### src/rtl/alu_seq_pkg.sv
// Shared op-code constants and FSM state encoding for the sequential ALU.
// Op codes are common to the combinational ALU and the control decoder.
package alu_seq_pkg;

    localparam logic [3:0] ALU_ADD  = 4'd2;
    localparam logic [3:0] ALU_SUB  = 4'd3;
    localparam logic [3:0] ALU_AND  = 4'd4;
    localparam logic [3:0] ALU_OR   = 4'd5;
    localparam logic [3:0] ALU_NOR  = 4'd6;
    localparam logic [3:0] ALU_XOR  = 4'd7;
    localparam logic [3:0] ALU_MULU = 4'd8;
    localparam logic [3:0] ALU_SLT  = 4'd9;

    typedef enum logic [1:0] {
        ST_IDLE = 2'd0,
        ST_MUL  = 2'd1,
        ST_DONE = 2'd2
    } state_e;

endpackage

### src/rtl/alu_comb.sv
// Combinational single-cycle ALU core: ADD/SUB/AND/OR/NOR/XOR/SLT.
// MULU and unknown codes give result 0 with no overflow.
module alu_comb
    import alu_seq_pkg::*;
#(
    parameter int WIDTH = 32
) (
    input  logic [3:0]       op,
    input  logic [WIDTH-1:0] a,
    input  logic [WIDTH-1:0] b,
    output logic [WIDTH-1:0] result,
    output logic             overflow
);

    logic             sub;
    logic [WIDTH-1:0] b_x;
    logic [WIDTH-1:0] sum;

    always_comb begin
        // SUB is A + ~B + 1, so one adder serves both.
        sub      = (op == ALU_SUB);
        b_x      = sub ? ~b : b;
        sum      = a + b_x + {{(WIDTH-1){1'b0}}, sub};
        result   = '0;
        overflow = 1'b0;
        case (op)
            ALU_ADD, ALU_SUB: begin
                result   = sum;
                overflow = (a[WIDTH-1] == b_x[WIDTH-1]) && (sum[WIDTH-1] != a[WIDTH-1]);
            end
            ALU_AND: result = a & b;
            ALU_OR:  result = a | b;
            ALU_NOR: result = ~(a | b);
            ALU_XOR: result = a ^ b;
            ALU_SLT: result = {{(WIDTH-1){1'b0}}, ($signed(a) < $signed(b))};
            default: ;
        endcase
    end

endmodule

### src/rtl/alu_seq.sv
// Multi-cycle ALU with valid/ready handshake on both sides. Single-cycle ops
// finish at the accept edge; MULU runs a shift-add loop, one multiplier bit per cycle.
module alu_seq
    import alu_seq_pkg::*;
#(
    parameter int WIDTH = 32
) (
    input  logic             clk,
    input  logic             reset,
    input  logic             in_valid,
    output logic             in_ready,
    input  logic [3:0]       op,
    input  logic [WIDTH-1:0] A,
    input  logic [WIDTH-1:0] B,
    output logic             out_valid,
    input  logic             out_ready,
    output logic [WIDTH-1:0] result_lo,
    output logic [WIDTH-1:0] result_hi,
    output logic             overflow,
    output logic             zero,
    output logic             negative
);

    localparam int CW = $clog2(WIDTH + 1);

    state_e             state_q, state_d;
    logic [2*WIDTH-1:0] acc_q, acc_d;
    logic [2*WIDTH-1:0] mcand_q, mcand_d;
    logic [WIDTH-1:0]   mplr_q, mplr_d;
    logic [CW-1:0]      cnt_q, cnt_d;
    logic [WIDTH-1:0]   lo_q, lo_d, hi_q, hi_d;
    logic               ovf_q, ovf_d, zero_q, zero_d, neg_q, neg_d;

    logic [WIDTH-1:0]   core_res;
    logic               core_ovf;
    logic               accept;

    alu_comb #(.WIDTH(WIDTH)) u_core (
        .op       (op),
        .a        (A),
        .b        (B),
        .result   (core_res),
        .overflow (core_ovf)
    );

    assign in_ready  = (state_q == ST_IDLE);
    assign accept    = in_valid && in_ready;
    assign out_valid = (state_q == ST_DONE);
    assign result_lo = lo_q;
    assign result_hi = hi_q;
    assign overflow  = ovf_q;
    assign zero      = zero_q;
    assign negative  = neg_q;

    always_comb begin
        state_d = state_q;
        acc_d   = acc_q;
        mcand_d = mcand_q;
        mplr_d  = mplr_q;
        cnt_d   = cnt_q;
        lo_d    = lo_q;
        hi_d    = hi_q;
        ovf_d   = ovf_q;
        zero_d  = zero_q;
        neg_d   = neg_q;
        case (state_q)
            ST_IDLE: begin
                if (accept) begin
                    if (op == ALU_MULU) begin
                        state_d = ST_MUL;
                        acc_d   = '0;
                        mcand_d = {{WIDTH{1'b0}}, A};
                        mplr_d  = B;
                        cnt_d   = CW'(WIDTH);
                    end else begin
                        state_d = ST_DONE;
                        lo_d    = core_res;
                        hi_d    = '0;
                        ovf_d   = core_ovf;
                        zero_d  = (core_res == '0);
                        neg_d   = core_res[WIDTH-1];
                    end
                end
            end
            ST_MUL: begin
                // Multiplicand shifts left as multiplier bits retire LSB first.
                acc_d   = acc_q + (mplr_q[0] ? mcand_q : '0);
                mcand_d = mcand_q << 1;
                mplr_d  = mplr_q >> 1;
                cnt_d   = cnt_q - CW'(1);
                if (cnt_q == CW'(1)) begin
                    state_d = ST_DONE;
                    lo_d    = acc_d[WIDTH-1:0];
                    hi_d    = acc_d[2*WIDTH-1:WIDTH];
                    ovf_d   = (acc_d[2*WIDTH-1:WIDTH] != '0);
                    zero_d  = (acc_d == '0);
                    neg_d   = 1'b0;
                end
            end
            ST_DONE: begin
                if (out_ready) state_d = ST_IDLE;
            end
            default: state_d = ST_IDLE;
        endcase
    end

    always_ff @(posedge clk or posedge reset) begin
        if (reset) begin
            state_q <= ST_IDLE;
            acc_q   <= '0;
            mcand_q <= '0;
            mplr_q  <= '0;
            cnt_q   <= '0;
            lo_q    <= '0;
            hi_q    <= '0;
            ovf_q   <= 1'b0;
            zero_q  <= 1'b0;
            neg_q   <= 1'b0;
        end else begin
            state_q <= state_d;
            acc_q   <= acc_d;
            mcand_q <= mcand_d;
            mplr_q  <= mplr_d;
            cnt_q   <= cnt_d;
            lo_q    <= lo_d;
            hi_q    <= hi_d;
            ovf_q   <= ovf_d;
            zero_q  <= zero_d;
            neg_q   <= neg_d;
        end
    end

endmodule

### config.mk
export PLATFORM = sky130hd
export DESIGN_NAME = alu_seq
export DESIGN_NICKNAME = d
export VERILOG_FILES = /design/src/rtl/alu_seq_pkg.sv /design/src/rtl/alu_comb.sv /design/src/rtl/alu_seq.sv
export SDC_FILE = /design/constraint.sdc
export NUM_CORES = 1
export LEC_CHECK = 0
export BUFFER_PORTS_ARGS = -buffer_cell sky130_fd_sc_hd__clkbuf_2
export CAP_MARGIN = 15
export CORE_ASPECT_RATIO = 1.1
export CORE_MARGIN = 8
export CORE_UTILIZATION = 25
export DETAILED_ROUTE_END_ITERATION = 6
export GPL_ROUTABILITY_DRIVEN = 0
export GPL_TIMING_DRIVEN = 1
export SLEW_MARGIN = 20
export SYNTH_ARGS = -nofsm -noshare
export SYNTH_HDL_FRONTEND = slang
export SYNTH_SLANG_ARGS = --single-unit
### constraint.sdc
create_clock -name clk -period 10.3 [get_ports clk]
set_input_delay 2.06 -clock clk [delete_from_list [all_inputs] [get_ports clk]]
set_output_delay 2.06 -clock clk [all_outputs]
set_load 0.05 [all_outputs]
==> results of run 1 <==
## path summary, 6_finish.rpt
check	end	slack, ps
setup / recovery	zero	4200
hold / removal	result_hi[9]	470
setup reg to reg	zero	5050
hold reg to reg	result_hi[9]	470
max in group asynchronous	mplr_q[25]	7220
min in group asynchronous	result_hi[25]	1670
## cell type report
cell class / instances / area, sq um
antenna: 1 / 2.50
clock buffer: 41 / 863
clock inverter: 15 / 224
inverter: 123 / 469
timing repair buffer: 157 / 843
fill: 8498 / 56200
tap: 1045 / 1310
sequential: 235 / 5880
multi-input combinational: 1929 / 12800
## registers in the layout (all words and copies together) (netlist names)
| name | count |
|---|---|
| zero | 1 |
| mcand_q | 64 |
| cnt_q | 6 |
| mplr_q | 32 |
| overflow | 1 |
| result_lo | 32 |
| acc_q | 64 |
| result_hi | 32 |
| negative | 1 |
| state_q | 2 |
## cells by family after synthesis
family,count (synthesis),synth area share (%)
adder cells (fa/ha/maj),200,12.8
flip-flops,235,29.9
AND/OR/NAND/NOR,808,19.2
multiplexers,73,3.79
XOR/XNOR,115,5.11
buffers and inverters,269,5.54
AO/OA/AOI/OAI,733,23.8
## power groups by stage
| stage | clock (mW) | combinational [mW] | sequential, mW |
|---|---|---|---|
| after floorplan | 0 | 1.16 | 1.46 |
| after global placement | 0 | 1.73 | 1.36 |
| after detailed placement | 0 | 1.74 | 1.37 |
| after CTS | 1.19 | 1.75 | 1.36 |
| after global routing | 1.22 | 1.94 | 1.39 |
| final | 1.15 | 1.76 | 1.36 |
## stage by stage
| step | area (sq um) | power, mW |
|---|---|---|
| after floorplan | 19700 | 2.62 |
| after global placement | 21300 | 3.10 |
| after detailed placement | 21300 | 3.11 |
| after CTS | 22300 | 4.30 |
| after global routing | 22300 | 4.56 |
| final | 22300 | 4.27 |
## tightest hold or removal path, stage by stage, from the launching register on
cell and delay [ps]:
dfrtp_1 340, nand2_1 50, o31ai_1 50
## cell usage in the layout (no fill, tap or decap), types with 7 or more instances in the layout
| master | Yosys | layout |
|---|---|---|
| a211oi_1 | 32 | 32 |
| a21o_1 | 40 | 40 |
| a21oi_1 | 209 | 209 |
| a22o_1 | 56 | 56 |
| a31oi_1 | 16 | 16 |
| and2_1 | 72 | 72 |
| and3_1 | 10 | 10 |
| buf_4 | 0 | 17 |
| clkbuf_16 | 0 | 31 |
| clkbuf_2 | 0 | 139 |
| dfrtp_1 | 235 | 235 |
| ha_1 | 198 | 198 |
| inv_1 | 123 | 122 |
| mux2_2 | 13 | 13 |
| mux2i_1 | 60 | 60 |
| nand2_1 | 308 | 308 |
| nand2b_1 | 16 | 15 |
| nand3_1 | 34 | 34 |
| nand4_1 | 41 | 41 |
| nor2_1 | 211 | 211 |
| nor2b_1 | 11 | 9 |
| nor3_1 | 35 | 34 |
| nor4_1 | 23 | 23 |
| o211ai_1 | 16 | 16 |
| o21a_1 | 14 | 14 |
| o21ai_0 | 202 | 202 |
| o21bai_1 | 19 | 19 |
| o221ai_1 | 8 | 8 |
| o22ai_1 | 14 | 14 |
| o31ai_1 | 31 | 31 |
| or3_1 | 7 | 7 |
| xnor2_1 | 71 | 71 |
| xor2_1 | 44 | 44 |
## metal layers
layer	share of wire (%)	track usage, %
met1	45	18.8
met2	46	24.0
met3	6.2	2.73
met4	3.0	4.05
met5	0.063	0
==> summary.md, run 1 <==
| Metric | Value |
|---|---|
| CP Cell Sequence | buf_4 -> nor4bb_4 -> buf_4 -> xnor2_1 -> inv_1 -> fa_1 -> nand3b_1 -> a21oi_1 -> o21a_1 -> o32ai_1 -> nor4_1 -> nand4_1 -> or3_1 -> nor4_1 -> nand4b_1 -> nor4b_1 -> a221o_1 |
| Reg power frac | 31.9% |
| Leakage power | 10.4 nW |
| Post-Synthesis Cells | 2433 |
| Final Non-Filler Cells | 3546 |
| Number of DRC markers in iteration 0 | 1324 |
| Skew-Pair Late Insertion Delay | 590 ps |
| Outcome | complete, no violations |
| WS Path Type | primary input to flop |
| Required time of the worst setup path | 10830 ps |
| Final setup margin | 4200 ps |
| Hold Path Stages | 2 |
| # IOs | 141 |
| Largest net degree at the start of global routing | 141 |
| Post-layout minimum cycle time | 6100 ps |
| Clock power share | 26.9% |
| Total global-route track usage | 14.3% |
| CTS Root Cell | clkbuf_16 |
| Row count | 108 |
| Post-CTS setup buffer count | 0 |
| Final Hold Fails | 0 |
| Switching power | 1.81 mW |
| Chip Width | 284 microns |
| Crit path buf inv count | 3 |
| Via/cell ratio | 5.04 |
| Startpoint types | primary input |
| Fmax | 164 MHz |
| Asr flop ratio synth | 100% |
| Post-Syn Area | 0.0197 sq mm |
| R2R cell count | 14 |
| CTS tree | yes |
| Post-CTS sizing | 0 |
| Pre-CTS setup slack | 3660 ps |
| DP Cell Count | 3489 |
| DRC Markers | 0 |
| Hold wc startpoint | result_hi[9] |
| Critical-path top delay cell | buf_4 |
| Post-synth top area cell | dfrtp_1 |
| Top post-synthesis cells by area | dfrtp_1, ha_1, nand2_1 |
| Crit end category | flop |
| Via count | 17900 |
| Clock-pin slew on the worst setup and hold paths | 60 ps |
| Htree depth | 1 |
| Top cells by count, synth | nand2_1, dfrtp_1, nor2_1 |
| Final clock period utilization by the worst path | 59.2% |
| Max-slew headroom at the worst pin | 30.3% |
| Bufs on Longest Clock Path | 3 |
| Post-synth EDFFs | 0 |
| Grt total ovfl | 0 |
| Seq cells post-synth | 235 |
| Top_reg_cell synth | dfrtp_1 |
| # hold bufs at CTS | 0 |
| Initial core utilization | 25.1% |
| Num CTS Buffers | 30 |
| Hold slack | 472 ps |
| Logic gate share of total power | 41.2% |
| CP arrival | 6630 ps |
| Synth cell types | 87 |
| Die Y | 310 microns |
| Cell internal pwr | 2.46 mW |
| Cell family with most CP delay | simple AND/OR/NAND/NOR gates |
| Setup violators final | 0 |
| Fin util | 28.5% |
| Crit path max fanout | 37 |
| Worst setup path startpoint | op[0] |
| Syn Nets | 2705 |
| Area Overhead vs Synth | 13.4% |
| Net Sw Frac | 42.4% |
| Die footprint | 0.0880 sq mm |
| Slew of the pin with the lowest slew margin | 1040 ps |
| TNS Setup | 0 ps |
| TritonCTS Sinks | 235 |
| Max stage delay on crit path | 500 ps |
| First-pass GRT wire length | 102000 microns |
| Max Cap Viol | 0 |
| Worst r2r src | mplr_q[0] |
| Most common cell in the netlist | nand2_1 |
| Core Footprint | 0.0785 sq mm |
| Worst VDD drop | 113 uV |
| Avg Cell Area, Syn | 8.10 sq um |
| Crit path depth | 17 |
| HPWL Detailed | 50500 microns |
| Nets@finish | 2748 |
| DR WL/cell | 18.3 microns |
| Port bufs | 140 |
| Synth warn | 0 |
| Final ANT Viol Nets | 0 |
| Unrepaired setup endpoints after global routing | no |
| Synth top area share | 29.9% |
| Pre-antenna DRT Iters | 5 |
| Worst Skew | 32.1 ps |
| Hold Crit Class | flop to flop |
| Routed WL | 65100 microns |
| Sequential element share of the synthesized area | 29.9% |
| Vias in the first global route | 17600 |
| Pwr Density | 191 mW/mm^2 |
| Layout cells sized above 1 | 10.3% |
| Final Slew Violations | 0 |
| Initial antenna violation count | 5 |
Power figures use the tool's default switching activity.
==> inputs of run 2 (changes only) <==
Settings changed: ABC_AREA set to 1.
Clock period 10.3 ns to 5.6 ns, I/O delays scaled along.
==> summary.md, run 2 <==
| Metric | Value |
|---|---|
| Hold Crit Class | flop to flop |
| Most frequent cells in the layout | nand2_1, inv_1, nor2_1, dfrtp_1, ha_1 |
| Top cells by count, synth | nand2_1, inv_1, nor2_1 |
| Synth top area share | 26.9% |
| Max Cap Viol | 0 |
| Final Cell Area | 0.0248 sq mm |
| CP Cell Sequence | buf_4 -> nand2_1 -> inv_1 -> ha_1 -> nand2_2 -> nor2_2 -> inv_1 -> nor3_2 -> nand3_1 -> nand3_1 -> nand2_1 -> nand2_1 -> nand2_1 -> nor2_1 -> nand2_1 -> nor2_2 -> nand3_2 -> nor2_2 -> nor2_1 -> a21oi_2 |
| Unrepaired setup endpoints after global routing | no |
| HPWL Detailed | 61200 microns |
| CTS tree | yes |
| Synth warn | 0 |
| Htree depth | 1 |
| Post-layout minimum cycle time | 4110 ps |
| Setup violators final | 0 |
| Cell family with most CP delay | simple AND/OR/NAND/NOR gates |
| # hold bufs at CTS | 0 |
| DRC Markers | 0 |
| Biggest regs | acc_q: 64 flops, mcand_q: 64 flops |
| Die footprint | 0.0970 sq mm |
| Crit end category | flop |
| Leakage power | 13.7 nW |
| Post-Synthesis Cells | 3471 |
| Crit path max fanout | 42 |
| WS Path Type | flop to flop |
| # IOs | 141 |
| DR WL/cell | 15.9 microns |
| Clock-pin slew on the worst setup and hold paths | 60 ps |
| Final ANT Viol Nets | 0 |
| Most common cell in the netlist | nand2_1 |
| Final clock period utilization by the worst path | 73.4% |
| CTS Root Cell | clkbuf_16 |
| First-pass GRT wire length | 119000 microns |
| Final Slew Violations | 0 |
| Seq cells post-synth | 235 |
| Vias in the first global route | 21100 |
| Slew of the pin with the lowest slew margin | 1090 ps |
| Most common cell after layout, fill and taps aside | nand2_1 |
| Num CTS Buffers | 29 |
| Area Overhead vs Synth | 13.7% |
| Critical-path top delay cell | dfrtp_2 |
| Crit path buf inv count | 3 |
| TritonCTS Sinks | 235 |
| Syn Nets | 3743 |
| TNS Setup | 0 ps |
| Worst Skew | 24.4 ps |
| Via/cell ratio | 4.61 |
| Routed WL | 75300 microns |
| Pwr Density | 500 mW/mm^2 |
| Hold Path Stages | 2 |
| Top post-synthesis cells by area | dfrtp_1, nand2_1, ha_1 |
| Avg Cell Area, Syn | 6.29 sq um |
| Total global-route track usage | 15.1% |
| Startpoint types | flop |
| Initial antenna violation count | 6 |
| Post-synth EDFFs | 0 |
| Asr flop ratio synth | 100% |
| Nets@finish | 3839 |
| Post-synth top area cell | dfrtp_1 |
| Max-slew headroom at the worst pin | 27.2% |
| Grt total ovfl | 0 |
| Area after DPL | 0.0238 sq mm |
| Pre-antenna DRT Iters | 5 |
| Bufs on Longest Clock Path | 3 |
| Max stage delay on crit path | 930 ps |
| CP arrival | 4650 ps |
| Die Y | 326 microns |
| Row count | 113 |
| Outcome | complete, no violations |
| Number of DRC markers in iteration 0 | 1514 |
| Top_reg_cell synth | dfrtp_1 |
| Layout cells sized above 1 | 10.0% |
| Chip Width | 298 microns |
| Required time of the worst setup path | 6140 ps |
| Synth cell types | 52 |
| Skew-Pair Late Insertion Delay | 610 ps |
| Final Hold Fails | 0 |
| CP most frequent cell | nand2_1 |
| Core Footprint | 0.0864 sq mm |
| Port bufs | 140 |
| Post-CTS sizing | 0 |
| Crit path depth | 20 |
| Via count | 21800 |
| Largest net degree at the start of global routing | 130 |
| Sequential element share of the synthesized area | 26.9% |
| R2R cell count | 20 |
| Fmax | 243 MHz |
| Worst VDD drop | 301 uV |
| Initial core utilization | 25.3% |
| Post-CTS setup buffer count | 0 |
| Post-Syn Area | 0.0218 sq mm |
## run 2: cell types whose count changed in the layout (fill, tap and decap cells not counted), moves of 52 or more
cell     delta
nand2_1   +921
inv_1     +503
a21oi_1   -111
nand3_1   +110
o21ai_0    -87
and2_1     -69
mux2i_1    -59
a22o_1     -55
xnor2_1    -52
## run 2: final timing paths
kind	startpoint	endpoint	slack, ps
max in group asynchronous	reset	mplr_q[0]	3790
min in group asynchronous	reset	result_hi[1]	640
max	mplr_q[0]	zero	1490
max reg2reg	mplr_q[0]	zero	1490
min	result_hi[5]	result_hi[5]	480
min reg2reg	result_hi[5]	result_hi[5]	480
## run 2: per-stage QoR
step | total power [mW] | hold slack [ps] | worst slack (ps) | utilization, % | cells
floorplan | 8.28 | 448 | 1400 | - | 3471
global placement | 10.2 | 464 | 1210 | 27.5 | 4686
detailed placement | 10.3 | 472 | 1220 | 27.5 | 4686
CTS | 12.5 | 487 | 1540 | 28.7 | 4740
global route | 13.5 | 501 | 1230 | 28.7 | 4740
finish | 12.4 | 480 | 1490 | 28.7 | 4741
## run 2: logic make-up (layout without fill, tap and decap cells)
group	after synthesis	in the layout	synth area share, %
and+or+nand+nor	1824	1824	34.9
buffers and inverters	746	865	13.0
AOI/OAI and AO/OA	402	402	11.0
DFF	235	235	26.9
adders and majority gates	200	200	11.5
xor gates and xnor gates	63	63	2.53
muxes	1	1	0.0459
other	0	1	0
## run 2: metal layers
layer / share of wire, % / GRT usage, % / wire length (microns)
met5: 0.081 / 0 / 61
met4: 3.1 / 4.36 / 2330
met3: 6.4 / 2.32 / 4820
met2: 47 / 25.7 / 35000
met1: 44 / 19.5 / 33000
## run 2: final cells by class
class                           instances  area [sq um]
Sequential cell                       235          5880
Antenna cell                            1          2.50
Multi-Input combinational cell       2490         13100
Fill cell                            9705         61600
Clock buffer                           40           817
Clock inverter                         14           230
Inverter                              658          2480
Timing Repair Buffer                  153           836
Tap cell                             1150          1440
## run 2: worst register-to-register path: stages, from the launching register on
cell	delay, ps
dfrtp_2	930
buf_4	430
nand2_1	110
inv_1	70
ha_1	230
nand2_2	130
nor2_2	180
inv_1	100
nor3_2	380
nand3_1	290
nand3_1	160
nand2_1	80
nand2_1	70
nand2_1	60
nor2_1	100
nand2_1	70
nor2_2	150
nand3_2	190
nor2_2	120
nor2_1	80
a21oi_2	130
## run 2: report_power, final
group          switching [mW]  internal, mW
clock                   0.818          1.26
combinational            5.11          2.27
sequential              0.534          2.43
==> inputs of run 3 (changes only) <==
Settings changed: ABC_AREA 1 to 0.
Clock period 5.6 ns to 3.8 ns, I/O delays scaled along.
==> summary.md, run 3 (synthesis results as in run 1) <==
| Metric | Value |
|---|---|
| Antenna diodes | 0 |
| Most frequent cells in the layout | buf_4, nand2_1, dfrtp_1, nor2_1, a21oi_1 |
| CTS tree | yes |
| CTS Root Cell | clkbuf_16 |
| Via count | 20200 |
| Max stage delay on crit path | 480 ps |
| Design Power | 13.5 mW |
| Violated checks | negative setup slack |
| Pwr Density | 481 mW/mm^2 |
| Post-layout minimum cycle time | 4050 ps |
| Largest net degree at the start of global routing | 168 |
| Final clock period utilization by the worst path | 107% |
| DR WL/cell | 16.8 microns |
| Unrepaired setup endpoints after global routing | yes |
| Area of the multi-input gates | 0.0136 sq mm |
| Worst r2r src | mplr_q[0] |
| Port bufs | 140 |
| Num CTS Buffers | 28 |
| Fin util | 35.8% |
| TritonCTS Sinks | 235 |
| Critical-path top delay cell | or4b_4 |
| Htree depth | 1 |
| Pre-antenna DRT Iters | 5 |
| Total global-route track usage | 15.4% |
| Leakage power | 13.7 nW |
| Area after DPL | 0.0262 sq mm |
| Final Hold Fails | 0 |
| Final Non-Filler Cells | 4203 |
| FILL cells | 8139 |
| Skew-Pair Late Insertion Delay | 580 ps |
| Max-slew headroom at the worst pin | 37.1% |
| Outcome | finished, violations left |
| HPWL Detailed | 56100 microns |
| Worst setup path startpoint | mplr_q[0] |
| Crit path max fanout | 22 |
| Slew of the pin with the lowest slew margin | 944 ps |
| Layout cells sized above 1 | 33.2% |
| Row count | 108 |
| Final Cell Area | 0.0281 sq mm |
| Chip Width | 284 microns |
| CP Cell Sequence | buf_12 -> buf_4 -> and2_1 -> ha_4 -> a21oi_2 -> buf_4 -> o21ai_0 -> a211oi_1 -> o21ai_2 -> nor2_2 -> xor2_2 -> or4b_4 -> nor4b_2 -> nand4_1 -> nor4_2 -> buf_4 -> a221o_1 |
| Required time of the worst setup path | 4310 ps |
| Area Overhead vs Synth | 42.8% |
| Setup violators final | 5 |
| Clock-pin slew on the worst setup and hold paths | 60 ps |
| Die Y | 310 microns |
| Startpoint types | flop |
| Max Cap Viol | 0 |
| Final ANT Viol Nets | 0 |
| CP most frequent cell | buf_4 |
| Number of DRC markers in iteration 0 | 1405 |
| Initial core utilization | 25.1% |
| # hold bufs at CTS | 0 |
| Worst Skew | 17.1 ps |
| DRC Markers | 0 |
| Routed WL | 70800 microns |
| Grt total ovfl | 0 |
| Final setup margin | -248 ps |
| Fmax | 247 MHz |
| Vias in the first global route | 19800 |
| Biggest regs | acc_q: 64 flops, mcand_q: 64 flops |
| Crit end category | flop |
| # IOs | 141 |
| Initial antenna violation count | 0 |
| Hold Crit Class | primary input to async pin |
| Bufs on Longest Clock Path | 3 |
| Worst VDD drop | 322 uV |
| FF+latch area | 0.00588 sq mm |
| Hold slack | 233 ps |
| WS Path Type | flop to flop |
| Most common cell after layout, fill and taps aside | buf_4 |
| Via/cell ratio | 4.79 |
| Core Footprint | 0.0785 sq mm |
| CP arrival | 4560 ps |
| Die footprint | 0.0880 sq mm |
| Final Slew Violations | 0 |
| DP Cell Count | 4128 |
| First-pass GRT wire length | 110000 microns |
| Nets@finish | 3408 |
==> run 3: layout make-up <==
class	instances	area share (%)
multi-input combinational	1929	48.2
timing repair buffer	819	21.2
sequential	235	20.9
tap	1045	4.65
clock buffer	33	2.74
inverter	123	1.65
clock inverter	19	0.614
==> run 3: metal layers <==
metal	wire, microns	vias to the layer above	track usage (%)	part of all wire (%)
li1	-	10100	-	-
met1	31900	9553	20.3	45
met2	34100	437	26.8	48
met3	2870	98	1.69	4.1
met4	1900	0	3.90	2.7
met5	0	-	0	0
==> run 3: repair_timing <==
action | in CTS | in global routing
setup buffers | 5 | 21
gates resized for setup | 72 | 110
pin swaps | 23 | 44
endpoints found under the setup margin | 7 | 21
==> run 3: worst paths after layout <==
check	to	slack (ps)	depth (start not counted)
min in group clk	state_q[1]	390	2
max in group asynchronous	mplr_q[28]	2760	3
min	mcand_q[56]	230	2
max	zero	-250	17
max reg2reg	zero	-250	17
min reg2reg	result_lo[3]	480	2
==> run 3: worst max-delay path: cells and delay by family (launching register included) <==
family / cells / cell delay (ps)
buffers and inverters: 4 / 690
and+or+nand+nor: 6 / 1490
DFF: 1 / 440
adders and majority gates: 1 / 230
xor gates and xnor gates: 1 / 200
AOI/OAI and AO/OA: 5 / 900
==> run 3: per-stage QoR <==
stage               setup slack, ps  setup TNS, ps
finish                         -248           -689
detailed placement             -829          -9050
floorplan                      -253          -9480
global route                   -421          -1480
global placement               -813          -8110
CTS                            -240           -454
==> run 3: report_power, final <==
group	leakage [nW]	switching (mW)	internal, mW
logic	10.1	3.81	3.24
clock network	0.446	1.19	1.59
registers	3.11	0.488	3.21
